### src/rtl/ov_pkg.sv
// Shared definitions for the OV7670 capture path:
// reader states, pixel byte order and default resolution.
package ov_pkg;

    typedef enum logic [3:0] {
        RD_IDLE,
        RD_RRST_HI,
        RD_RRST_LO,
        RD_B0_HI,
        RD_B0_LO,
        RD_B1_HI,
        RD_B1_LO,
        RD_HOLD,
        RD_DRAIN,
        RD_WAIT_CLR
    } rd_state_e;

    localparam bit FIRST_BYTE_MSB = 1'b1;
    localparam int BYTES_PER_PIXEL = 2;

    localparam int H_ACTIVE_DEF = 320;
    localparam int V_ACTIVE_DEF = 240;
    localparam int RRST_PULSES_DEF = 2;

endpackage

### src/rtl/ov_fifo_reader.sv
// Reads a stored frame out of the AL422 FIFO and streams
// RGB565 pixels with valid/ready flow control.
module ov_fifo_reader
    import ov_pkg::*;
#(
    parameter int H_ACTIVE = H_ACTIVE_DEF,
    parameter int V_ACTIVE = V_ACTIVE_DEF,
    parameter int RRST_PULSES = RRST_PULSES_DEF
) (
    input  logic        clk_24MHz,
    input  logic        rst,
    input  logic        new_frame,
    output logic        frame_read,
    output logic        fifo_rrst,
    output logic        fifo_oe,
    output logic        fifo_rclk,
    input  logic [7:0]  fifo_data,
    output logic [15:0] pix_data,
    output logic        pix_valid,
    input  logic        pix_ready,
    output logic        pix_sof,
    output logic        pix_eol,
    output logic        busy
);

    localparam int XW = $clog2(H_ACTIVE);
    localparam int YW = $clog2(V_ACTIVE);
    localparam int RW = (RRST_PULSES > 1) ? $clog2(RRST_PULSES) : 1;

    localparam logic [XW-1:0] X_LAST = XW'(H_ACTIVE - 1);
    localparam logic [YW-1:0] Y_LAST = YW'(V_ACTIVE - 1);
    localparam logic [RW-1:0] R_LAST = RW'(RRST_PULSES - 1);

    rd_state_e   state_q, state_d;
    logic [XW-1:0] x_q, x_d;
    logic [YW-1:0] y_q, y_d;
    logic [RW-1:0] cnt_q, cnt_d;
    logic [7:0]  hi_q, hi_d;
    logic        frame_read_q, frame_read_d;
    logic        rrst_q, rrst_d;
    logic        oe_q, oe_d;
    logic        rclk_q, rclk_d;
    logic [15:0] pdata_q, pdata_d;
    logic        pvalid_q, pvalid_d;
    logic        sof_q, sof_d;
    logic        eol_q, eol_d;
    logic        out_free;
    logic        last_pix;

    assign out_free = !pvalid_q || pix_ready;
    assign last_pix = (x_q == X_LAST) && (y_q == Y_LAST);

    always_comb begin
        state_d      = state_q;
        x_d          = x_q;
        y_d          = y_q;
        cnt_d        = cnt_q;
        hi_d         = hi_q;
        frame_read_d = frame_read_q;
        rrst_d       = rrst_q;
        oe_d         = oe_q;
        rclk_d       = rclk_q;
        pdata_d      = pdata_q;
        pvalid_d     = pvalid_q;
        sof_d        = sof_q;
        eol_d        = eol_q;

        if (pvalid_q && pix_ready) begin
            pvalid_d = 1'b0;
        end

        unique case (state_q)
            RD_IDLE: begin
                if (new_frame) begin
                    frame_read_d = 1'b0;
                    rrst_d       = 1'b0;
                    cnt_d        = '0;
                    state_d      = RD_RRST_HI;
                end
            end
            RD_RRST_HI: begin
                rclk_d  = 1'b1;
                state_d = RD_RRST_LO;
            end
            RD_RRST_LO: begin
                rclk_d = 1'b0;
                if (cnt_q == R_LAST) begin
                    rrst_d  = 1'b1;
                    oe_d    = 1'b0;
                    state_d = RD_B0_HI;
                end else begin
                    cnt_d   = cnt_q + 1'b1;
                    state_d = RD_RRST_HI;
                end
            end
            RD_B0_HI: begin
                rclk_d  = 1'b1;
                state_d = RD_B0_LO;
            end
            RD_B0_LO: begin
                rclk_d  = 1'b0;
                hi_d    = fifo_data;
                state_d = RD_B1_HI;
            end
            RD_B1_HI: begin
                // Second byte is not clocked until the previous pixel is gone.
                if (out_free) begin
                    rclk_d  = 1'b1;
                    state_d = RD_B1_LO;
                end
            end
            RD_B1_LO: begin
                rclk_d   = 1'b0;
                pdata_d  = FIRST_BYTE_MSB ? {hi_q, fifo_data}
                                          : {fifo_data, hi_q};
                pvalid_d = 1'b1;
                sof_d    = (x_q == '0) && (y_q == '0);
                eol_d    = (x_q == X_LAST);
                if (x_q == X_LAST) begin
                    x_d = '0;
                    y_d = (y_q == Y_LAST) ? '0 : y_q + 1'b1;
                end else begin
                    x_d = x_q + 1'b1;
                end
                if (last_pix) begin
                    state_d = RD_DRAIN;
                end else if (pix_ready) begin
                    state_d = RD_B0_HI;
                end else begin
                    state_d = RD_HOLD;
                end
            end
            RD_HOLD: begin
                if (pix_ready) begin
                    state_d = RD_B0_HI;
                end
            end
            RD_DRAIN: begin
                if (out_free) begin
                    oe_d         = 1'b1;
                    frame_read_d = 1'b1;
                    state_d      = RD_WAIT_CLR;
                end
            end
            RD_WAIT_CLR: begin
                // new_frame is still the stale level from the store side.
                if (!new_frame) begin
                    state_d = RD_IDLE;
                end
            end
            default: begin
                state_d = RD_IDLE;
            end
        endcase
    end

    always_ff @(posedge clk_24MHz) begin
        if (rst) begin
            state_q      <= RD_IDLE;
            x_q          <= '0;
            y_q          <= '0;
            cnt_q        <= '0;
            hi_q         <= '0;
            frame_read_q <= 1'b1;
            rrst_q       <= 1'b1;
            oe_q         <= 1'b1;
            rclk_q       <= 1'b0;
            pdata_q      <= '0;
            pvalid_q     <= 1'b0;
            sof_q        <= 1'b0;
            eol_q        <= 1'b0;
        end else begin
            state_q      <= state_d;
            x_q          <= x_d;
            y_q          <= y_d;
            cnt_q        <= cnt_d;
            hi_q         <= hi_d;
            frame_read_q <= frame_read_d;
            rrst_q       <= rrst_d;
            oe_q         <= oe_d;
            rclk_q       <= rclk_d;
            pdata_q      <= pdata_d;
            pvalid_q     <= pvalid_d;
            sof_q        <= sof_d;
            eol_q        <= eol_d;
        end
    end

    assign frame_read = frame_read_q;
    assign fifo_rrst  = rrst_q;
    assign fifo_oe    = oe_q;
    assign fifo_rclk  = rclk_q;
    assign pix_data   = pdata_q;
    assign pix_valid  = pvalid_q;
    assign pix_sof    = sof_q;
    assign pix_eol    = eol_q;
    assign busy       = (state_q != RD_IDLE);

endmodule

### config.mk
export PLATFORM = sky130hd
export DESIGN_NAME = ov_fifo_reader
export DESIGN_NICKNAME = d
export VERILOG_FILES = /design/src/rtl/ov_pkg.sv /design/src/rtl/ov_fifo_reader.sv
export SDC_FILE = /design/constraint.sdc
export NUM_CORES = 1
export LEC_CHECK = 0
export CAP_MARGIN = 20
export CORE_ASPECT_RATIO = 2
export CORE_MARGIN = 2
export CORE_UTILIZATION = 57
export CTS_CLUSTER_DIAMETER = 30
export DETAILED_ROUTE_END_ITERATION = 8
export PLACE_DENSITY = 0.88
export SLEW_MARGIN = 30
export SYNTH_ARGS = -nofsm -noshare
export SYNTH_HDL_FRONTEND = slang
export SYNTH_SLANG_ARGS = --single-unit
### constraint.sdc
create_clock -name clk_24MHz -period 3.75 [get_ports clk_24MHz]
set_input_delay 0.5625 -clock clk_24MHz [delete_from_list [all_inputs] [get_ports clk_24MHz]]
set_output_delay 0.5625 -clock clk_24MHz [all_outputs]
set_load 0.02 [all_outputs]
==> impl_metrics.env, run 1 <==
export IMPL_p_seq_frac=0.554
export IMPL_r2r_start="state_q[1]"
export IMPL_yosysTopAreaCell="dfxtp_1"
export IMPL_p_switching_mw=0.2417
export IMPL_path_max_fanout=15
export IMPL_yosysTopAreaCellShare=0.4609
export IMPL_relSlewSlack=0.3959
export IMPL_postCtsSetupBuffers=0
export IMPL_num_rows=32
export IMPL_syn_nets=297
export IMPL_vias_per_cell=5.677
export IMPL_gp_congestion=0.8920
export IMPL_grt_pass1_vias=1974
export IMPL_cts_tree="built"
export IMPL_hp_class="reg2reg"
export IMPL_required_ns=3.19
export IMPL_grt_usage=0.2434
export IMPL_dp_hpwl_um=3677
export IMPL_die_area_sq_um=4594
export IMPL_areaGrowthSynthToFinish_pct=20.71
export IMPL_ios=36
export IMPL_pwr_share_comb=0.068
export IMPL_setup_violations=0
export IMPL_cp_end_kind="output pin"
export IMPL_cts_sinks=53
export IMPL_finalSetupTns_ns=0
export IMPL_power_mw=1.044
export IMPL_cts_buffers=5
export IMPL_die_y_um=93.88
export IMPL_yosys_register_bits=53
export IMPL_maxSlewViolCount=0
export IMPL_ctsResizeCount=0
export IMPL_die_w_um=48.94
export IMPL_rrSetupSlack_ns=1.43
export IMPL_fill_cells=303
export IMPL_n_antenna_cell=0
export IMPL_cp_start_kind="flop"
export IMPL_drive_above_1_share=0.04823
export IMPL_gr_total_overflow=0
export IMPL_htree_levels=2
export IMPL_min_path_cells=2
export IMPL_fin_crit_sh=0.6649
export IMPL_yosys_warnings=0
export IMPL_synth_cell_area_sq_um=2302
export IMPL_synth_compound_area_share=0.1457
export IMPL_routed_via_count=2055
export IMPL_crit_arrival_ns=1.93
export IMPL_clock_path_buffers=2
export IMPL_cts_root_buf="clkbuf_8"
export IMPL_port_buffers=35
export IMPL_firstDrtPassIters=6
export IMPL_reg2reg_depth=6
export IMPL_totalWireLength_um=5114
export IMPL_tightest_slew_ns=0.8993
export IMPL_nets=326
export IMPL_drcViolationCount=0
export IMPL_slowest_stage="dfxtp_1"
export IMPL_peakVddDrop_uv=321.8
export IMPL_core_sq_um=3884
export IMPL_synth_simple_gate_area_share=0.2647
export IMPL_cap_viol_max_count=0
export IMPL_path_clk_slew_ns=0.09
export IMPL_status="complete, no violations"
export IMPL_synth_top_family_by_area="simple AND/OR/NAND/NOR gates"
export IMPL_final_setup_skew_ns=0.009308
export IMPL_synth_xor_area_frac=0.04946
export IMPL_dp_slack_ns=1.343
export IMPL_clock_fmax_mhz=401.0
export IMPL_ys_types=42
export IMPL_antenna_found_initial=0
export IMPL_start_util=0.5928
export IMPL_internal_power_mw=0.8026
export IMPL_drt_iter0_markers=21
export IMPL_path_cells="inv_1 > nand2_1 > clkdlybuf4s50_1"
export IMPL_switching_share=0.2315
export IMPL_seq_area_frac_synth=0.4609
export IMPL_fin_util=0.7155
export IMPL_hold_violations=0
export IMPL_fin_ws_ns=1.256
export IMPL_drtAntennaViolNets=0
export IMPL_grt_pass1_wl_um=8700
export IMPL_grt_max_degree=26
export IMPL_synth_adder_area_share=0.02609
export IMPL_synthMuxAreaShare=0.008696
export IMPL_wire_per_inst_um=14.13
export IMPL_cpPeakStageDelay_ns=0.63
export IMPL_power_density_nw_per_um2=375.8
export IMPL_p_leak_nw=0.9327
export IMPL_clkPwrFrac=0.377
export IMPL_worstHoldStart="hi_q[6]"
export IMPL_clock_latency_ns=0.32
export IMPL_path_class="reg2out"
export IMPL_grt_setup_unrepaired="false"
export IMPL_synthCells=281
export IMPL_min_to="hi_q[6]"
export IMPL_reg2reg_to="y_q[3]"
export IMPL_postCtsHoldBufs=0
export IMPL_finalCriticalPeriod_ns=2.494
export IMPL_hold_ws_ns=0.4619
export IMPL_synth_area_leaders="dfxtp_1 46%, nand2_1 10%, a21oi_1 7.2%"
export IMPL_synth_avg_cell_area_sq_um=8.193
per-layer routing:
metal  part of all wire  vias to the layer above  wire length (um)  global-route usage
met4              0.049                        0               253              0.1643
met2               0.52                       56              2681              0.4304
li1                   -                     1028                 -                   -
met5                  0                        -                 0                   0
met3              0.038                       21               196             0.03822
met1               0.39                      950              1982              0.2610
how the worst max path moves through the flow:
stage,slack [ns],endpoint,start
2_1_floorplan,2.15,state_q[3],x_q[0]
3_3_place_gp,1.37,y_q[3],rst
3_5_place_dp,1.34,y_q[6],rst
4_1_cts,1.28,busy,state_q[3]
5_1_grt,1.12,y_q[7],state_q[1]
6_report,1.26,busy,state_q[3]
power groups by stage:
| stage | registers (mW) | clock network (mW) | logic [mW] |
|---|---|---|---|
| floorplan | 0.592 | 0 | 0.0386 |
| global placement | 0.592 | 0 | 0.0701 |
| detailed placement | 0.592 | 0 | 0.0707 |
| CTS | 0.579 | 0.399 | 0.0714 |
| global route | 0.581 | 0.420 | 0.0789 |
| finish | 0.579 | 0.394 | 0.0715 |
cell type report:
cell class | count | area [sq um] | area share
multi-input combinational | 203 | 1139 | 0.4097
timing repair buffer | 37 | 365.4 | 0.1315
clock inverter | 3 | 43.79 | 0.01576
inverter | 10 | 37.54 | 0.01351
tap | 51 | 63.81 | 0.02296
sequential | 53 | 1061 | 0.3818
clock buffer | 5 | 68.82 | 0.02476
cells by family (layout without fill, tap and decap cells):
kind of cell	count (synthesis)	after routing
compound gates	55	55
xor+xnor	13	13
fa+ha+maj	5	5
buf+inv	25	55
flops	53	53
mux	2	2
simple gates	128	128
worst max-delay path, delay by kind of cell, from the launching register on:
kind,cells,cell delay [ns]
buf+inv,2,0.86
flops,1,0.63
simple gates,1,0.13
flip-flops by register name, indices dropped and copies added, names as in the netlist:
name and flops:
pix_data 16, x_q 9, hi_q 8, y_q 8, state_q 4, cnt_q 1, fifo_oe 1, fifo_rclk 1
fifo_rrst 1, frame_read 1, pix_eol 1, pix_sof 1, pix_valid 1
cell usage after synthesis:
library cell  instances
mux2i_1               2
and4_1                1
nor3_1               16
o32a_1                1
a21o_1                1
maj3_1                1
buf_6                 1
clkbuf_1             11
a21oi_1              33
xnor2_1               5
ha_1                  4
buf_1                 2
and3b_1               1
nand3_1               5
nor4_1                1
or3_1                 1
inv_1                10
nor2b_1               1
a311oi_2              1
nand4b_1              1
xor2_1                8
o21bai_1              2
a21oi_2               1
nor4_4                1
nor2_1               20
a211oi_1              3
a22oi_1               2
dfxtp_1              53
nand4_1              10
a221o_1               1
nand4bb_1             1
and4b_1               1
nand3b_1              1
and3_1                2
a31oi_1               4
o21ai_0               3
o32ai_1               3
and4bb_2              1
buf_2                 1
or2_2                 1
or4_1                 1
nand2_1              62
cells in the final DEF, fill, tap and decap left out, types with 2 or more instances in the layout:
master,count
xnor2_1,5
a31oi_1,4
and3_1,2
dfxtp_1,53
o21bai_1,2
nand3_1,5
o32ai_1,3
nand2_1,62
nor2_1,20
xor2_1,8
nor3_1,16
mux2i_1,2
clkdlybuf4s50_1,35
o21ai_0,3
nand4_1,10
a211oi_1,3
ha_1,4
inv_1,10
buf_4,2
clkbuf_8,5
a22oi_1,2
a21oi_1,33
metrics by stage:
step / std cells / area, sq um
finish: 362 / 2779
floorplan: 281 / 2302
detailed placement: 354 / 2666
global placement: 354 / 2666
CTS: 362 / 2779
global route: 362 / 2779
Power figures use the tool's default switching activity.
==> inputs of run 2 (changes only) <==
--- a/config.mk
+++ b/config.mk
@@ -8,10 +8,10 @@
 export CAP_MARGIN = 20
 export CORE_ASPECT_RATIO = 2
 export CORE_MARGIN = 2
-export CORE_UTILIZATION = 57
+export CORE_UTILIZATION = 53
 export CTS_CLUSTER_DIAMETER = 30
 export DETAILED_ROUTE_END_ITERATION = 8
-export PLACE_DENSITY = 0.88
+export PLACE_DENSITY = 0.83
 export SLEW_MARGIN = 30
 export SYNTH_ARGS = -nofsm -noshare
 export SYNTH_HDL_FRONTEND = slang
==> constraint.sdc (replaced) <==
create_clock -name clk_24MHz -period 2.6 [get_ports clk_24MHz]
set_input_delay 0.39 -clock clk_24MHz [delete_from_list [all_inputs] [get_ports clk_24MHz]]
set_output_delay 0.39 -clock clk_24MHz [all_outputs]
set_load 0.02 [all_outputs]
==> run 2 against run 1 <==
Compared with the run above:
- sequential cell count did not move
- power rose by 35%
- clock skew rose by 0.0040 ns
- critical path type unchanged
- largest cell class unchanged
==> impl_metrics.env, run 2 (synthesized netlist as in run 1, its figures left out) <==
export IMPL_cts_sinks=53
export IMPL_htree_levels=2
export IMPL_nets=332
export IMPL_firstDrtPassIters=4
export IMPL_final_common_cell="nand2_1"
export IMPL_ios=36
export IMPL_crit_arrival_ns=1.75
export IMPL_cpPeakStageDelay_ns=0.54
export IMPL_wire_per_inst_um=13.89
export IMPL_grt_setup_unrepaired="false"
export IMPL_gr_total_overflow=0
export IMPL_clock_fmax_mhz=467.5
export IMPL_final_setup_skew_ns=0.01329
export IMPL_cap_viol_max_count=0
export IMPL_clock_latency_ns=0.31
export IMPL_tightest_slew_ns=0.9039
export IMPL_placed_cells=363
export IMPL_p_leak_nw=0.9509
export IMPL_postCtsHoldBufs=0
export IMPL_stdcell_count=371
export IMPL_dp_slack_ns=0.6543
export IMPL_drcViolationCount=0
export IMPL_areaGrowthSynthToFinish_pct=22.01
export IMPL_die_w_um=50.61
export IMPL_postCtsSetupBuffers=0
export IMPL_clock_path_buffers=2
export IMPL_setup_violations=0
export IMPL_vias_per_cell=5.615
export IMPL_finalCriticalPeriod_ns=2.139
export IMPL_crit_buf_inv=2
export IMPL_hold_violations=0
export IMPL_slowest_stage="clkdlybuf4s50_1"
export IMPL_finalSetupTns_ns=0
export IMPL_core_sq_um=4254
export IMPL_drtAntennaViolNets=0
export IMPL_gp_congestion=0.9113
export IMPL_status="complete, no violations"
export IMPL_start_util=0.5412
export IMPL_relSlewSlack=0.3927
export IMPL_cp_start_kind="flop"
export IMPL_final_cell_mix="62 x nand2_1, 53 x dfxtp_1, 35 x clkdlybuf4s50_1"
export IMPL_fin_ws_ns=0.4609
export IMPL_cp_end_kind="output pin"
export IMPL_n_antenna_cell=0
export IMPL_dp_hpwl_um=3752
export IMPL_grt_pass1_wl_um=8694
export IMPL_path_delay_family="buffers and inverters"
export IMPL_routed_via_count=2083
export IMPL_drive_above_1_share=0.06625
export IMPL_largest_reg_flops=16
export IMPL_fin_util=0.6603
export IMPL_peakVddDrop_uv=571.4
export IMPL_maxSlewViolCount=0
export IMPL_fin_area_sq_um=2809
export IMPL_num_rows=34
export IMPL_path_max_fanout=12
export IMPL_cts_buffers=5
export IMPL_fill_cells=372
export IMPL_cts_tree="built"
export IMPL_cts_root_buf="clkbuf_8"
export IMPL_post_dp_cell_area_sq_um=2715
export IMPL_path_clk_slew_ns=0.10
export IMPL_antenna_found_initial=0
export IMPL_port_buffers=35
export IMPL_grt_max_degree=25
export IMPL_grt_usage=0.2216
export IMPL_power_density_nw_per_um2=503.6
export IMPL_die_y_um=97.21
export IMPL_path_cells="buf_4 > nor3_1 > nand2_1 > clkdlybuf4s50_1"
export IMPL_hp_class="reg2reg"
export IMPL_totalWireLength_um=5153
export IMPL_die_area_sq_um=4919
export IMPL_fin_crit_sh=0.8227
export IMPL_ctsResizeCount=0
export IMPL_drt_iter0_markers=52
export IMPL_required_ns=2.21
export IMPL_path_class="reg2out"
export IMPL_grt_pass1_vias=2012
## run 2: changes by cell type in the layout (fill, tap and decap cells not counted)
cell        delta
clkinv_2       -1
bufinv_16      -1
buf_4          +6
clkinvlp_4     +1
clkinv_4       +1
## run 2: final timing paths
path	endpoint	slack [ns]	start	cells past startpoint
worst max-delay path	busy	0.46	state_q[1]	4
worst min-delay path	pix_data[10]	0.46	pix_data[10]	2
worst max register to register	y_q[3]	0.65	state_q[0]	6
worst min register to register	pix_data[10]	0.46	pix_data[10]	2
## run 2: area by class of cell
class,instances,area [sq um],area share
clock inverter,3,25.02,0.008909
clock buffer,5,68.82,0.02450
tap,54,67.56,0.02405
inverter,10,37.54,0.01336
sequential,53,1061,0.3777
multi-input combinational,203,1139,0.4053
timing repair buffer,43,410.4,0.1461
## run 2: metal layers
layer,global-route usage,up-vias,wire [um]
met5,0,-,0
met2,0.3735,57,2653
met4,0.08732,0,64
li1,-,1037,-
met1,0.2716,983,2206
met3,0.04154,6,229
## run 2: power by group
part / internal, mW / switching (mW) / leakage [nW]
logic: 0.0499 / 0.0592 / 0.478
registers: 0.821 / 0.0107 / 0.428
clock network: 0.195 / 0.279 / 0.0447
## run 2: metrics by stage
stage               power [mW]  hold WS (ns)
floorplan               0.9092        0.4321
global placement        0.9570        0.4384
detailed placement      0.9598        0.4490
CTS                      1.427        0.4619
global route             1.463        0.4818
finish                   1.415        0.4584
## run 2: worst register-to-register path, stage by stage (launching register included)
cell and delay, ns:
dfxtp_1 0.42, nand4bb_1 0.31, nor4_4 0.46, buf_4 0.25
and4_1 0.23, xnor2_1 0.12, nor2_1 0.05
==> inputs of run 3 (changes only) <==
==> constraint.sdc (replaced) <==
create_clock -name clk_24MHz -period 2.1 [get_ports clk_24MHz]
set_input_delay 0.315 -clock clk_24MHz [delete_from_list [all_inputs] [get_ports clk_24MHz]]
set_output_delay 0.315 -clock clk_24MHz [all_outputs]
set_load 0.02 [all_outputs]
==> run 3 against run 2 <==
Compared with the run above:
- clock-buffer cell count unchanged
- worst hold slack worse by 0.00052 ns
- clock power increased by 45%
- largest power group unchanged
==> impl_metrics.env, run 3 (synthesized netlist as in run 1, its figures left out) <==
export IMPL_cts_root_buf="clkbuf_8"
export IMPL_grt_pass1_vias=2038
export IMPL_r2r_start="state_q[0]"
export IMPL_die_area_sq_um=4919
export IMPL_grt_pass1_wl_um=8687
export IMPL_reg2reg_to="x_q[8]"
export IMPL_dp_hpwl_um=3618
export IMPL_cts_sinks=53
export IMPL_maxSlewViolCount=0
export IMPL_status="complete, no violations"
export IMPL_largest_reg_flops=16
export IMPL_start_util=0.5412
export IMPL_multi_input_area_sq_um=1144
export IMPL_fin_crit_sh=0.8526
export IMPL_path_clk_slew_ns=0.10
export IMPL_postCtsSetupBuffers=0
export IMPL_finalSetupTns_ns=0
export IMPL_port_buffers=35
export IMPL_core_sq_um=4254
export IMPL_clock_fmax_mhz=558.5
export IMPL_grt_usage=0.2246
export IMPL_totalWireLength_um=5119
export IMPL_crit_arrival_ns=1.97
export IMPL_cp_end_kind="flop"
export IMPL_nets=335
export IMPL_cts_tree="built"
export IMPL_cp_start_kind="flop"
export IMPL_clock_latency_ns=0.31
export IMPL_tightest_slew_ns=0.4159
export IMPL_crit_buf_inv=1
export IMPL_path_max_fanout=23
export IMPL_hold_violations=0
export IMPL_final_cell_mix="62 x nand2_1, 53 x dfxtp_1, 34 x clkdlybuf4s50_1"
export IMPL_required_ns=2.28
export IMPL_firstDrtPassIters=4
export IMPL_final_setup_skew_ns=0.01025
export IMPL_power_density_nw_per_um2=649.4
export IMPL_peakVddDrop_uv=610.8
export IMPL_drtAntennaViolNets=0
export IMPL_min_path_cells=2
export IMPL_relSlewSlack=0.7206
export IMPL_reg2reg_depth=5
export IMPL_path_delay_family="simple AND/OR/NAND/NOR gates"
export IMPL_n_antenna_cell=0
export IMPL_wire_per_inst_um=13.69
export IMPL_setup_violations=0
export IMPL_fin_ws_ns=0.3095
export IMPL_finalCriticalPeriod_ns=1.791
export IMPL_antenna_found_initial=0
export IMPL_htree_levels=2
export IMPL_grt_setup_unrepaired="false"
export IMPL_path_class="reg2reg"
export IMPL_vias_per_cell=5.660
export IMPL_fill_cells=358
export IMPL_final_common_cell="nand2_1"
export IMPL_routed_via_count=2117
export IMPL_grt_max_degree=24
export IMPL_p_leak_nw=0.9948
export IMPL_seqCellArea_sq_um=1061
export IMPL_hp_class="reg2reg"
export IMPL_min_to="pix_data[8]"
export IMPL_drcViolationCount=0
export IMPL_worstHoldStart="pix_data[8]"
export IMPL_die_y_um=97.21
export IMPL_cts_buffers=5
export IMPL_drt_iter0_markers=46
export IMPL_drive_above_1_share=0.07813
export IMPL_slowest_stage="nor3_1"
export IMPL_dp_slack_ns=0.2176
export IMPL_die_w_um=50.61
export IMPL_cap_viol_max_count=0
export IMPL_ios=36
export IMPL_placed_cells=366
export IMPL_num_rows=34
export IMPL_clock_path_buffers=2
export IMPL_gp_congestion=0.9413
export IMPL_areaGrowthSynthToFinish_pct=24.13
export IMPL_cpPeakStageDelay_ns=0.40
export IMPL_gr_total_overflow=0
export IMPL_stdcell_count=374
export IMPL_path_cells="nand4bb_1 > buf_4 > nor3_1 > mux2i_1 > a31oi_1"
export IMPL_hold_ws_ns=0.4579
export IMPL_rrSetupSlack_ns=0.31
[run 3: what timing repair did]
action	in CTS	in global routing
hold buffers	0	0
gates resized for setup	0	2
endpoints found under the setup margin	0	1
endpoints found under the hold margin	0	0
[run 3: per-stage QoR]
stage,utilization,area [sq um],power [mW]
6_report,0.6718,2858,1.856
5_1_grt,0.6718,2858,1.920
4_1_cts,0.6700,2850,1.875
3_5_place_dp,0.6435,2738,1.191
3_3_place_gp,0.6435,2738,1.189
2_1_floorplan,-,2302,1.126
[run 3: how the worst max path moves through the flow]
stage,from,end,slack [ns],cells past startpoint
after floorplan,x_q[0],state_q[3],0.50,6
after global placement,pix_ready,state_q[3],0.31,5
after detailed placement,pix_ready,state_q[1],0.22,5
after CTS,state_q[2],busy,0.05,4
after global routing,x_q[0],y_q[3],0.18,7
final,state_q[0],x_q[8],0.31,5
[run 3: cell type report]
type / instances / area share
repair buffers: 46 / 0.1524
inverters: 10 / 0.01313
flip-flops and latches: 53 / 0.3713
clock buffers: 5 / 0.02408
well taps: 54 / 0.02364
multi-input cells: 203 / 0.4002
clock inverters: 3 / 0.01532
[run 3: where the power goes]
group          internal (mW)  total, mW  switching (mW)
registers               1.02       1.02         0.00773
clock network          0.357      0.686           0.329
logic                 0.0647      0.145          0.0808
total                   1.44       1.86           0.417
[run 3: routing by layer]
metal,track usage,routed length (um),up-vias
li1,-,-,1042
met1,0.2645,2108,992
met2,0.3856,2602,71
met3,0.03846,278,12
met4,0.1019,129,0
met5,0,0,-
[run 3: worst min-delay path: cells and delay by family, from the launching register on]
kind	cells	cell delay (ns)
DFF	1	0.32
and+or+nand+nor	1	0.05
AOI/OAI and AO/OA	1	0.05
